**config.mk**
```make
export PLATFORM = sky130hd
export DESIGN_NAME = riscv_fetch_stage
export DESIGN_NICKNAME = d
export VERILOG_FILES = /design/src/rtl/riscv_fetch_pkg.sv /design/src/rtl/riscv_fetch_fifo.sv /design/src/rtl/riscv_fetch_stage.sv
export SDC_FILE = /design/constraint.sdc
export NUM_CORES = 1
export LEC_CHECK = 0
export BUFFER_PORTS_ARGS = -buffer_cell sky130_fd_sc_hd__buf_2
export CORE_ASPECT_RATIO = 1.75
export CORE_MARGIN = 3
export CORE_UTILIZATION = 55
export CTS_BUF_LIST = sky130_fd_sc_hd__clkbuf_4
export CTS_CLUSTER_DIAMETER = 150
export CTS_CLUSTER_SIZE = 10
export DETAILED_ROUTE_END_ITERATION = 7
export PLACE_DENSITY_LB_ADDON = 0.12
export SYNTH_ARGS = -nofsm -noshare
export SYNTH_HDL_FRONTEND = slang
export SYNTH_SLANG_ARGS = --single-unit
```
**constraint.sdc**
```tcl
create_clock -name clk -period 3.5 [get_ports clk]
set_input_delay 0.35 -clock clk [delete_from_list [all_inputs] [get_ports clk]]
set_output_delay 0.35 -clock clk [all_outputs]
set_load 0.03 [all_outputs]
```
**src/rtl/riscv_fetch_pkg.sv**
```systemverilog
// Shared types and constants for the instruction fetch stage.
//   fetch_entry_t : {pc, instr} record buffered toward decode
//   INSTR_NOP     : canonical RISC-V nop (addi x0, x0, 0)
//   FETCH_STEP    : byte increment between sequential word fetches
package riscv_fetch_pkg;

    typedef struct packed {
        logic [31:0] pc;
        logic [31:0] instr;
    } fetch_entry_t;

    localparam logic [31:0] INSTR_NOP  = 32'h0000_0013;
    localparam logic [31:0] FETCH_STEP = 32'd4;

endpackage

```
**src/rtl/riscv_fetch_fifo.sv**
```systemverilog
// Synchronous FIFO of fetch_entry_t records between the OBI response path and decode.
// Ports:
//   clk, reset_n      : clock, asynchronous active-low reset
//   push, push_data   : write one entry (ignored when full)
//   pop               : drop the head entry (ignored when empty)
//   flush             : empty the FIFO; wins over push and pop
//   head              : current head entry
//   count, empty      : occupancy
module riscv_fetch_fifo
    import riscv_fetch_pkg::*;
#(
    parameter int unsigned DEPTH = 4
) (
    input  logic                       clk,
    input  logic                       reset_n,
    input  logic                       push,
    input  fetch_entry_t               push_data,
    input  logic                       pop,
    input  logic                       flush,
    output fetch_entry_t               head,
    output logic [$clog2(DEPTH+1)-1:0] count,
    output logic                       empty
);

    localparam int unsigned PTR_W = $clog2(DEPTH);
    localparam int unsigned CNT_W = $clog2(DEPTH + 1);

    fetch_entry_t     mem [DEPTH];
    logic [PTR_W-1:0] wr_ptr;
    logic [PTR_W-1:0] rd_ptr;
    logic             do_push;
    logic             do_pop;

    // Guard against overflow/underflow; DEPTH is a power of two so pointers wrap naturally
    always_comb begin
        do_push = push && (count != CNT_W'(DEPTH));
        do_pop  = pop && (count != '0);
    end

    always_ff @(posedge clk or negedge reset_n) begin
        if (!reset_n) begin
            wr_ptr <= '0;
            rd_ptr <= '0;
            count  <= '0;
            for (int i = 0; i < int'(DEPTH); i++) begin
                mem[i] <= '0;
            end
        end else if (flush) begin
            wr_ptr <= '0;
            rd_ptr <= '0;
            count  <= '0;
        end else begin
            if (do_push) begin
                mem[wr_ptr] <= push_data;
                wr_ptr      <= wr_ptr + PTR_W'(1);
            end
            if (do_pop) begin
                rd_ptr <= rd_ptr + PTR_W'(1);
            end
            count <= count + CNT_W'(do_push) - CNT_W'(do_pop);
        end
    end

    assign head  = mem[rd_ptr];
    assign empty = (count == '0);

endmodule

```
**src/rtl/riscv_fetch_stage.sv**
```systemverilog
// Instruction fetch stage: OBI instruction-bus master with credit-limited sequential
// prefetch, in-order response buffering and branch redirect with stale-response discard.
// Ports:
//   clk, reset_n                     : clock, asynchronous active-low reset
//   branch_i, branch_addr_i          : redirect pulse and target (low two bits ignored)
//   instr_req_o, instr_addr_o        : OBI request / word address
//   instr_gnt_i                      : OBI grant
//   instr_rvalid_i, instr_rdata_i    : OBI response
//   fetch_valid_o, fetch_pc_o,
//   fetch_instr_o, fetch_ready_i     : {pc, instr} handshake toward decode
//   busy_o                           : at least one granted request awaits its response
module riscv_fetch_stage
    import riscv_fetch_pkg::*;
#(
    parameter int unsigned FIFO_DEPTH      = 4,
    parameter int unsigned MAX_OUTSTANDING = 2,
    parameter logic [31:0] BOOT_ADDR       = 32'h0000_0000
) (
    input  logic        clk,
    input  logic        reset_n,
    input  logic        branch_i,
    input  logic [31:0] branch_addr_i,
    output logic        instr_req_o,
    output logic [31:0] instr_addr_o,
    input  logic        instr_gnt_i,
    input  logic        instr_rvalid_i,
    input  logic [31:0] instr_rdata_i,
    output logic        fetch_valid_o,
    output logic [31:0] fetch_instr_o,
    output logic [31:0] fetch_pc_o,
    input  logic        fetch_ready_i,
    output logic        busy_o
);

    localparam int unsigned OUT_W = $clog2(MAX_OUTSTANDING + 1);
    localparam int unsigned CNT_W = $clog2(FIFO_DEPTH + 1);

    // Registered state
    logic             req_q;
    logic [31:0]      addr_q;
    logic [31:0]      fetch_addr_q;
    logic [31:0]      resp_pc_q;
    logic [OUT_W-1:0] out_q;
    logic [OUT_W-1:0] discard_q;
    logic             stale_q;
    logic             busy_q;

    // Next-state values
    logic             req_n;
    logic [31:0]      addr_n;
    logic [31:0]      fetch_addr_n;
    logic [31:0]      resp_pc_n;
    logic [OUT_W-1:0] out_n;
    logic [OUT_W-1:0] discard_n;
    logic             stale_n;
    logic [CNT_W-1:0] cnt_n;

    logic             gnt_fire;
    logic             rv_drop;
    logic             push;
    logic             pop;
    logic             credit_ok;
    logic [31:0]      target;
    fetch_entry_t     push_entry;
    fetch_entry_t     head;
    logic [CNT_W-1:0] fifo_count;
    logic             fifo_empty;

    riscv_fetch_fifo #(
        .DEPTH (FIFO_DEPTH)
    ) u_fifo (
        .clk       (clk),
        .reset_n   (reset_n),
        .push      (push),
        .push_data (push_entry),
        .pop       (pop),
        .flush     (branch_i),
        .head      (head),
        .count     (fifo_count),
        .empty     (fifo_empty)
    );

    // Next-state: grant/response accounting, discard tracking, redirect and credit check
    always_comb begin
        gnt_fire         = req_q && instr_gnt_i;
        rv_drop          = instr_rvalid_i && (discard_q != '0);
        push             = instr_rvalid_i && !rv_drop && !branch_i;
        pop              = fetch_valid_o && fetch_ready_i && !branch_i;
        target           = branch_addr_i & ~32'd3;
        push_entry.pc    = resp_pc_q;
        push_entry.instr = instr_rdata_i;

        out_n = out_q + OUT_W'(gnt_fire) - OUT_W'(instr_rvalid_i);
        cnt_n = branch_i ? '0 : (fifo_count + CNT_W'(push) - CNT_W'(pop));

        // A request left pending across a branch is stale: its response is dropped once granted
        if (branch_i) begin
            discard_n = out_n;
            stale_n   = req_q && !instr_gnt_i;
        end else begin
            discard_n = discard_q - OUT_W'(rv_drop) + OUT_W'(gnt_fire && stale_q);
            stale_n   = stale_q && !gnt_fire;
        end

        fetch_addr_n = fetch_addr_q;
        if (branch_i) begin
            fetch_addr_n = target;
        end else if (gnt_fire && !stale_q) begin
            fetch_addr_n = fetch_addr_q + FETCH_STEP;
        end

        resp_pc_n = resp_pc_q;
        if (branch_i) begin
            resp_pc_n = target;
        end else if (push) begin
            resp_pc_n = resp_pc_q + FETCH_STEP;
        end

        // Credit is judged on next-cycle occupancy so every granted response has a FIFO slot
        credit_ok = (32'(out_n) < MAX_OUTSTANDING)
                 && ((32'(out_n) + 32'(cnt_n)) < FIFO_DEPTH);

        req_n  = credit_ok;
        addr_n = credit_ok ? fetch_addr_n : addr_q;
        if (req_q && !instr_gnt_i) begin
            req_n  = 1'b1;
            addr_n = addr_q;
        end
    end

    always_ff @(posedge clk or negedge reset_n) begin
        if (!reset_n) begin
            req_q        <= 1'b0;
            addr_q       <= BOOT_ADDR;
            fetch_addr_q <= BOOT_ADDR;
            resp_pc_q    <= BOOT_ADDR;
            out_q        <= '0;
            discard_q    <= '0;
            stale_q      <= 1'b0;
            busy_q       <= 1'b0;
        end else begin
            req_q        <= req_n;
            addr_q       <= addr_n;
            fetch_addr_q <= fetch_addr_n;
            resp_pc_q    <= resp_pc_n;
            out_q        <= out_n;
            discard_q    <= discard_n;
            stale_q      <= stale_n;
            busy_q       <= (out_n != '0);
        end
    end

    assign instr_req_o   = req_q;
    assign instr_addr_o  = addr_q;
    assign busy_o        = busy_q;
    assign fetch_valid_o = !fifo_empty;
    assign fetch_pc_o    = head.pc;
    assign fetch_instr_o = head.instr;

endmodule

```
==> flow_summary.yaml <==
global_route:
  gr-total-overflow: 0
  grt_pass1_wl_mm: 57.5
  grt_antenna_before_repair: 1
  first_global_vias: 11000
  track_usage_pct: 22.9
  largest_net_degree_at_the_start_of_global_routing: 84
cts:
  cts.htree.levels: 2
  cts_inserted_buffers: 41
  cts-root-buf: "sky130_fd_sc_hd__clkbuf_4"
  numClockSinks: 356
  max-clock-path-buffers: 3
  clock_insertion_delay_worst_skew_ns: 0.71
  cts_tree: "done"
  clk_pin_slew_worst_paths_ns: 0.13
sta:
  relSlewSlack_pct: 38.3
  fin_ws_ns: 0.0450
  hold_viol_final: 0
  rsz0062_at_grt: "yes"
  timing.final.setup_violations: 0
  clock.fmax_mhz: 289
  tightest_slew_ns: 0.917
  final.setup.tns_ns: 0
  portion_of_the_clock_cycle_consumed_by_the_worst_path_in_the_final_layout_pct: 98.7
  final.min_clock_period_ns: 3.46
  skew_ns: 0.0529
  hold_ws_ns: 0.0792
  final-max-slew-violation-count: 0
drt:
  first_iter_violations: 343
  dr.pass1.iters: 4
  remaining_drc_errors: 0
  detailroute.via_count: 10400
  detail_route.wirelength_mm: 36.0
  number_of_nets_with_antenna_violations_after_routing: 0
  mean_number_of_vias_per_cell: 5.80
  route.detailed.wl_per_inst_um: 20.2
setup_path:
  worst_ep_arrival_time_ns: 4.05
  cp.required_ns: 4.09
  start_kind: "flip-flop"
  setup.worst_path.end_class: "flip-flop"
  cp_cell_sequence: "or3_4 -> nand2_2 -> nor2_1 -> ha_1 -> inv_1 -> ha_2 -> fa_1 -> nor2b_4 -> ha_4 -> and3_4 -> o21ai_2 -> and2_4 -> clkbuf_16 -> mux2_2"
  critical_path.max_stage_delay_ns: 0.51
  worst_path_dominant_cell_family: "adder cells"
  critical_path_buf_inv_count: 2
  critical_path_class: "flip-flop to flip-flop"
  critical_path_peak_fanout: 6
  critPathSlowestCell: "sky130_fd_sc_hd__fa_1"
yosys:
  synth-async-reset-ratio_pct: 100
  synth_flop_cell: "sky130_fd_sc_hd__dfrtp_1"
  cells_after_synth: 1170
  netlist_area_um2: 16300
  postSynthAreaPerCell_um2: 13.9
  yosysWarningCount: 0
  synth-seq-area-share_pct: 54.6
  yosys.cell_types.count: 56
  largest_area_contributor_in_the_synthesized_netlist: "sky130_fd_sc_hd__dfrtp_1"
  synth_largest_type_area_fraction_pct: 54.6
  edff_count_synth: 0
  postSynthRegisterBits: 356
  post_synth_main_area_contributors: "sky130_fd_sc_hd__dfrtp_1 55%, sky130_fd_sc_hd__mux2_2 19%, sky130_fd_sc_hd__mux4_2 8.6%, sky130_fd_sc_hd__nand2_1 1.7%, sky130_fd_sc_hd__xnor2_1 1.5%"
run:
  maxCapViolations: 0
hold_path:
  holdCritPathClass: "input port to flip-flop"
cells_and_area:
  syn_to_final_growth_pct: 15.1
  layout.cells.most_common: "sky130_fd_sc_hd__dfrtp_1"
  most-common-layout-cells: "354 x sky130_fd_sc_hd__dfrtp_1, 280 x sky130_fd_sc_hd__mux2_2, 163 x sky130_fd_sc_hd__buf_2, 67 x sky130_fd_sc_hd__nand2_1, 63 x sky130_fd_sc_hd__dlygate4sd3_1"
  nNetsFinal: 1489
  post_route_cells_drive_above_1_share_pct: 44.0
  layoutNonFillerInstCount: 1785
place:
  dp_slack_ns: 0.0570
  post-dp-hpwl_mm: 23.7
  io_buffer_count: 164
  dp.cells: 1671
  gp_congestion: 0.822
floorplanning:
  fp.coreArea_um2: 28900
  placement_rows: 82
  io_pins: 169
  initial_util_pct: 56.4
  chipWidth_um: 136
  chipHeight_um: 234
  die-area_um2: 31800
power:
  leakage_uw: 0.00876
  worst_ir_drop_vdd_uv: 806
  finalPower_uw: 14400
  powerDensity_nw_per_um2: 766
run_status:
  outcome: "finished, final reports clean"
[layer usage]
layer / wire length (um) / GRT usage [%] / share of wire [%] / vias to the layer above
met5: 0 / 0 / 0 / -
met2: 19200 / 41.4 / 53 / 210
li1: - / - / - / 4727
met1: 14500 / 28.3 / 40 / 5362
met3: 1290 / 2.94 / 3.6 / 60
met4: 1120 / 7.79 / 3.1 / 0
[state kept, by name, summed over array words and instances, names as in the netlist]
name / count
busy_o: 1
discard_q: 2
fetch_addr_q: 32
instr_addr_o: 32
instr_req_o: 1
out_q: 2
resp_pc_q: 30
stale_q: 1
u_fifo.count: 3
u_fifo.mem: 248
u_fifo.rd_ptr: 2
u_fifo.wr_ptr: 2
[metrics by stage]
stage / cell area [um^2] / utilization, %
6_report: 18800 / 64.9
5_1_grt: 18800 / 64.9
4_1_cts: 18600 / 64.4
3_5_place_dp: 17600 / 60.9
3_3_place_gp: 17600 / 60.9
2_1_floorplan: 16300 / -
[layout make-up]
class / instances / area (um^2)
flip-flops and latches: 356 / 8910
fillers: 2223 / 10200
diodes: 1 / 2.50
clock buffers: 45 / 338
inverters: 28 / 105
multi-input cells: 713 / 7050
clock inverters: 2 / 33.8
well taps: 378 / 473
repair buffers: 262 / 1860
[Yosys cell counts, types with 8 or more instances]
cell type / number
sky130_fd_sc_hd__dfrtp_1: 356
sky130_fd_sc_hd__mux2_2: 282
sky130_fd_sc_hd__nand2_1: 72
sky130_fd_sc_hd__mux4_2: 62
sky130_fd_sc_hd__clkbuf_1: 52
sky130_fd_sc_hd__inv_1: 28
sky130_fd_sc_hd__xnor2_1: 28
sky130_fd_sc_hd__nor2_1: 26
sky130_fd_sc_hd__a21oi_1: 24
sky130_fd_sc_hd__nor4_1: 19
sky130_fd_sc_hd__nor3_1: 18
sky130_fd_sc_hd__nand3_1: 17
sky130_fd_sc_hd__xor2_1: 17
sky130_fd_sc_hd__ha_1: 15
sky130_fd_sc_hd__nand4_1: 14
sky130_fd_sc_hd__a21boi_0: 12
sky130_fd_sc_hd__and3_1: 12
sky130_fd_sc_hd__and4_1: 11
sky130_fd_sc_hd__o21ai_0: 11
sky130_fd_sc_hd__buf_2: 9
sky130_fd_sc_hd__nor2b_1: 9
sky130_fd_sc_hd__o31a_1: 9
sky130_fd_sc_hd__buf_1: 8
[power breakdown]
group          total (uW)  switching (uW)  internal, uW
registers            5980             733          5250
logic                6420            3440          2990
clock network        1970            1300           668
[path summary, 6_finish.rpt]
path	start	endpoint	slack, ns	depth (start not counted)
max	u_fifo.count[2]$_DFF_PN0_	instr_addr_o[9]$_DFFE_PN0P_	0.04	14
min	branch_addr_i[26]	resp_pc_q[26]$_DFFE_PN0N_	0.08	3
max reg2reg	u_fifo.count[2]$_DFF_PN0_	instr_addr_o[9]$_DFFE_PN0P_	0.04	14
min reg2reg	instr_addr_o[0]$_DFFE_PN0P_	instr_addr_o[0]$_DFFE_PN0P_	0.50	2
max in group asynchronous	reset_n	u_fifo.mem[131]$_DFFE_PN0P_	2.39	3
min in group asynchronous	reset_n	fetch_addr_q[17]$_DFF_PN0_	0.24	2
[cells by family after synthesis]
family,count (synthesis),synth area share (%)
mux,348,28.3
xor+xnor,47,2.70
flops,356,54.6
compound gates,79,3.36
fa+ha+maj,17,1.40
simple gates,220,7.06
buf+inv,102,2.56
other cells,1,0.0230
[worst min-delay path, stage by stage]
cell and delay [ns]:
sky130_fd_sc_hd__buf_2 0.07, sky130_fd_sc_hd__nand2b_1 0.14, sky130_fd_sc_hd__a21boi_0 0.17
[what timing repair did]
action,in CTS,in global routing
gates resized for setup,0,17
setup buffers,0,1
hold endpoints to repair,268,0
endpoints found under the setup margin,0,22
hold buffers,63,0
Power figures use the tool's default switching activity.
